[config.mk]
export PLATFORM = sky130hd
export DESIGN_NAME = input_debouncer
export DESIGN_NICKNAME = d
export VERILOG_FILES = /design/src/rtl/debounce_pkg.sv /design/src/rtl/sync_chain.sv /design/src/rtl/input_debouncer.sv
export SDC_FILE = /design/constraint.sdc
export NUM_CORES = 1
export LEC_CHECK = 0
export ABC_AREA = 1
export ABC_CLOCK_PERIOD_IN_PS = 1180
export CAP_MARGIN = 5
export CORE_AREA = 2 2 39 41
export DETAILED_ROUTE_END_ITERATION = 7
export DIE_AREA = 0 0 41 43
export HOLD_SLACK_MARGIN = 0.08
export PLACE_DENSITY_LB_ADDON = 0.2
export SYNTH_ARGS = -nofsm -noshare
export SYNTH_HDL_FRONTEND = slang
export SYNTH_HIERARCHICAL = 1
export SYNTH_SLANG_ARGS = --single-unit
[constraint.sdc]
create_clock -name clk -period 1.18 [get_ports clk]
set_input_delay 0.118 -clock clk [delete_from_list [all_inputs] [get_ports clk]]
set_output_delay 0.118 -clock clk [all_outputs]
set_load 0.05 [all_outputs]
[src/rtl/debounce_pkg.sv]
// Shared definitions for the input debouncer.
// Holds the FSM state encoding and the default parameter values used by
// input_debouncer and its testbench.
package debounce_pkg;

  localparam int unsigned DefaultSyncStages   = 2;
  localparam int unsigned DefaultStableCycles = 4;

  // Encoding is fixed so the state can be observed and compared directly.
  typedef enum logic [1:0] {
    IdleLow  = 2'd0,
    WaitHigh = 2'd1,
    IdleHigh = 2'd2,
    WaitLow  = 2'd3
  } state_e;

endpackage

[src/rtl/sync_chain.sv]
// Multi-flop synchronizer for a single asynchronous bit.
// Ports:
//   clk   - clock
//   reset - synchronous active-high reset, clears every stage
//   d     - asynchronous input
//   q     - synchronized output (last stage)
module sync_chain #(
  parameter int unsigned STAGES = 2
) (
  input  logic clk,
  input  logic reset,
  input  logic d,
  output logic q
);

  logic [STAGES-1:0] chain_q;
  logic [STAGES-1:0] chain_d;

  always_comb begin
    chain_d = {chain_q[STAGES-2:0], d};
  end

  always_ff @(posedge clk) begin
    if (reset) begin
      chain_q <= '0;
    end else begin
      chain_q <= chain_d;
    end
  end

  assign q = chain_q[STAGES-1];

endmodule

[src/rtl/input_debouncer.sv]
// Debouncer for a raw, asynchronous, possibly bouncing level.
// din is synchronized, then a new level is accepted only after STABLE_CYCLES
// consecutive synchronized samples of that level.
// Ports:
//   clk   - clock, all state updates on the rising edge
//   reset - synchronous active-high reset
//   din   - raw input level
//   dout  - registered debounced level
//   rise  - one-cycle pulse when dout goes 0->1
//   fall  - one-cycle pulse when dout goes 1->0
// Configuration:
//   DEBOUNCE_EDGE_PULSE_EN - when defined, rise/fall are generated; otherwise
//   both ports are tied to 0.
module input_debouncer
  import debounce_pkg::*;
#(
  parameter int unsigned SYNC_STAGES   = DefaultSyncStages,
  parameter int unsigned STABLE_CYCLES = DefaultStableCycles
) (
  input  logic clk,
  input  logic reset,
  input  logic din,
  output logic dout,
  output logic rise,
  output logic fall
);

  localparam int unsigned CntW = $clog2(STABLE_CYCLES + 1);
  localparam logic [CntW-1:0] StableCnt = CntW'(STABLE_CYCLES);

  logic            s;
  state_e          state_q, state_d;
  logic [CntW-1:0] cnt_q, cnt_d;
  logic [CntW-1:0] cnt_inc;
  logic            dout_q, dout_d;

  sync_chain #(
    .STAGES (SYNC_STAGES)
  ) u_sync (
    .clk   (clk),
    .reset (reset),
    .d     (din),
    .q     (s)
  );

  // Only evaluated in WAIT states where cnt_q < STABLE_CYCLES, so it never wraps.
  assign cnt_inc = cnt_q + CntW'(1);

  always_comb begin
    state_d = state_q;
    cnt_d   = cnt_q;
    unique case (state_q)
      IdleLow: begin
        cnt_d = '0;
        if (s) begin
          if (STABLE_CYCLES == 1) begin
            state_d = IdleHigh;
          end else begin
            state_d = WaitHigh;
            cnt_d   = CntW'(1);
          end
        end
      end
      WaitHigh: begin
        if (!s) begin
          state_d = IdleLow;
          cnt_d   = '0;
        end else if (cnt_inc == StableCnt) begin
          state_d = IdleHigh;
          cnt_d   = '0;
        end else begin
          cnt_d = cnt_inc;
        end
      end
      IdleHigh: begin
        cnt_d = '0;
        if (!s) begin
          if (STABLE_CYCLES == 1) begin
            state_d = IdleLow;
          end else begin
            state_d = WaitLow;
            cnt_d   = CntW'(1);
          end
        end
      end
      WaitLow: begin
        if (s) begin
          state_d = IdleHigh;
          cnt_d   = '0;
        end else if (cnt_inc == StableCnt) begin
          state_d = IdleLow;
          cnt_d   = '0;
        end else begin
          cnt_d = cnt_inc;
        end
      end
      default: begin
        state_d = IdleLow;
        cnt_d   = '0;
      end
    endcase
    // dout is high exactly while the accepted level is high.
    dout_d = (state_d == IdleHigh) || (state_d == WaitLow);
  end

  always_ff @(posedge clk) begin
    if (reset) begin
      state_q <= IdleLow;
      cnt_q   <= '0;
      dout_q  <= 1'b0;
    end else begin
      state_q <= state_d;
      cnt_q   <= cnt_d;
      dout_q  <= dout_d;
    end
  end

  assign dout = dout_q;

`ifdef DEBOUNCE_EDGE_PULSE_EN
  logic rise_q, rise_d;
  logic fall_q, fall_d;

  // Pulses register alongside dout so they change on the same edge.
  always_comb begin
    rise_d = dout_d & ~dout_q;
    fall_d = ~dout_d & dout_q;
  end

  // Reset forces dout low without a fall pulse.
  always_ff @(posedge clk) begin
    if (reset) begin
      rise_q <= 1'b0;
      fall_q <= 1'b0;
    end else begin
      rise_q <= rise_d;
      fall_q <= fall_d;
    end
  end

  assign rise = rise_q;
  assign fall = fall_q;
`else
  assign rise = 1'b0;
  assign fall = 1'b0;
`endif

endmodule

==> summary.txt <==
Critical path
  – Crit end category: flop
  – Crit-path cells: ha_1 > inv_1 > nand2_1 > nand2_2 > nand2_1 > nand2_1 > nor2_2
  – Critical path type: reg -> reg
  – Crit path launch type: flop
  – Buffers & Inverters on Critical Path: 1
  – WP data arrival: about 1.2 ns
  – CP max stage delay: between 0.3 and 0.4 ns
  – Worst path most repeated cell: nand2_1
  – Slowest cell on crit path: dfxtp_1
  – Critical path fanouts, max: 4
  – Required time at the worst-slack endpoint: around 1.3 ns
  – Critical path's top delay family: flip-flops

Logic synthesis
  – Synthesized instance count: between 40 and 50
  – Synth area leader: dfxtp_1
  – Synthesized area: 317.8 um2
  – Synth top cells by count: 11 x inv_1, 11 x nand2_1, 7 x dfxtp_1, 6 x nor2_1
  – Synth top area share: 44.09%
  – Post-synth ARST share: 0%
  – Avg Cell Area, Syn: between 7 and 8 um2
  – Top FF cell, synth: dfxtp_1
  – FF+latch count, synth: 7
  – Sequential share of the synthesized area: ~44%
  – Post-synth EDFFs: 0
  – Synth top area cells: dfxtp_1 44%, inv_1 13%, nand2_1 13%
  – Synth cell types: 11
  – Synth warnings: 6

Floorplan
  – Core area: between 1000 and 1500 um2
  – Initial core utilization: around 23%
  – Ports: 6
  – # rows: 14
  – Die ar.: ~1800 um2
  – Die Width: slightly above 40 um
  – Die Y: 43 um

GRT
  – Total gr overflow: 0
  – Pin count of the biggest net entering global routing: 5
  – Number of global-route vias before repair: 200
  – First-pass GRT wire length: 717 um
  – Initial antenna violation count: 0
  – Global Route Usage Sum: 6.633%

Flow run
  – Max cap viols: 0

Finish
  – Fraction of layout cells with a size suffix above 1: a little over an eighth
  – Final core utilization: between 20% and 30%
  – Final nets: 57
  – Area Growth Syn to Fin: 23.62%
  – N_diodes: 0

Clock tree
  – Hold-fix buffers at CTS: 0
  – Num CTS Buffers: 3
  – H-tree Lvls: 1
  – Worst-skew pair later-pin latency: between 0.2 and 0.3 ns
  – CTS tree: yes
  – Setup bufs post-CTS: 0
  – Largest buffer count on any clock path: 2
  – Post_cts resized: 0
  – Clock-pin transition on the worst setup and hold timing paths: roughly 0.060 ns
  – CTS sink cnt: 7
  – Root Driver: clkbuf_4

Drt
  – Final wirelength: approximately 450 um
  – Drt wl/cell: approximately 6.7 um
  – Vias per cell: 3.403
  – Pre-Repair DR Iteration Count: 4
  – 1st-iter DRT viols: 5
  – DRC viols: 0
  – Via count: about 230
  – Post-DRT Antenna Nets: 0

Timing
  – RSZ-0062 raised after global routing: false
  – Worst Skew: roughly 0.0084 ns
  – Min Hold Slack: approximately 0.37 ns
  – Final Hold Viols: 0
  – Slew Viols, Final: 0
  – Min cycle time layout: approximately 1.0 ns
  – Setup violators final: 0
  – Final period util: ~86%
  – Fmax: slightly below 1000 MHz
  – Setup_tns: 0 ns

Power
  – Switching Share: 23.57%
  – Sw Pwr: 0.1174 mW
  – Flop pwr share: between 40% and 50%
  – Internal power: 0.3807 mW
  – Static leakage: roughly 0.19 nW
  – Logic pwr share: around 6.3%
  – Clk pwr share: 44.7%
  – Pwr dens: around 1300 nW/um2
  – VDD IR max: between 300 and 400 uV

Placed design
  – # port buffers: 3
  – Post-DP HPWL: 357 um
  – GP Congestion: about 0.6

Run status
  – Status: complete, no violations

Worst hold path
  – Worst hold path type: in -> reg
routing by layer:
| metal | part of all wire (%) | track usage [%] | up-vias |
|---|---|---|---|
| li1 | - | - | 137 |
| met4 | 0 | 10.00 | 0 |
| met5 | 0 | 0 | - |
| met2 | 43 | 6.875 | 1 |
| met3 | 0.44 | 1.571 | 0 |
| met1 | 57 | 8.387 | 90 |
cell usage in the layout (no fill, tap or decap):
cell,instances
inv_1,11
nand2_1,11
dfxtp_1,7
nor2_1,6
clkbuf_4,3
nor2_2,2
ha_1,2
conb_1,2
clkdlybuf4s50_1,2
nand2_2,1
a21oi_1,1
nand3_1,1
clkbuf_1,1
buf_12,1
sequential cells by signal (all words and copies together), names as in the netlist:
signal and count:
cnt_q 3, dout 1, state_q 1, u_sync/chain_q 2
power by group through the flow:
stage          logic [mW]  clock network, mW  registers (mW)
2_1_floorplan      0.0281                  0           0.249
3_3_place_gp       0.0314                  0           0.249
3_5_place_dp       0.0314                  0           0.249
4_1_cts            0.0314              0.232           0.244
5_1_grt            0.0345              0.249           0.244
6_report           0.0313              0.223           0.244
kinds of logic after synthesis:
| family | count (synthesis) | synth area share (%) |
|---|---|---|
| AOI/OAI and AO/OA | 1 | 1.573 |
| buffers and inverters | 13 | 17.72 |
| adders and majority gates | 2 | 7.873 |
| other | 1 | 1.180 |
| and+or+nand+nor | 21 | 27.56 |
| DFF | 7 | 44.09 |
layout make-up:
class | count | area [um2]
Fill cell | 164 | 991.0
Sequential cell | 7 | 140.1
Multi-Input combinational cell | 26 | 125.1
Inverter | 11 | 41.29
Timing Repair Buffer | 3 | 40.04
Clock buffer | 4 | 26.28
Tap cell | 16 | 20.02
path summary, 6_finish.rpt:
check | end | slack [ns] | depth (start not counted) | startpoint
worst min register to register | u_sync/chain_q[1] | 0.40 | 2 | u_sync/chain_q[0]
worst max-delay path | cnt_q[0] | 0.16 | 7 | cnt_q[0]
worst max register to register | cnt_q[0] | 0.16 | 7 | cnt_q[0]
worst min-delay path | u_sync/chain_q[0] | 0.37 | 3 | din
metrics by stage:
stage | setup slack, ns | power [mW] | instance area [um2] | cells
after floorplan | 0.09312 | 0.2769 | 321.6 | 46
after CTS | 0.1461 | 0.5075 | 392.9 | 67
final | 0.1625 | 0.4982 | 392.9 | 67
after global routing | 0.07908 | 0.5284 | 392.9 | 67
after global placement | 0.1239 | 0.2809 | 366.6 | 63
after detailed placement | 0.1196 | 0.2807 | 366.6 | 63
worst reg2reg max path, delay by kind of cell (launching register included):
| family | cells | cell delay, ns |
|---|---|---|
| flip-flops | 1 | 0.33 |
| AND/OR/NAND/NOR | 5 | 0.33 |
| adder cells (fa/ha/maj) | 1 | 0.22 |
| buffers and inverters | 1 | 0.06 |
(Power assumes the default switching activity.)
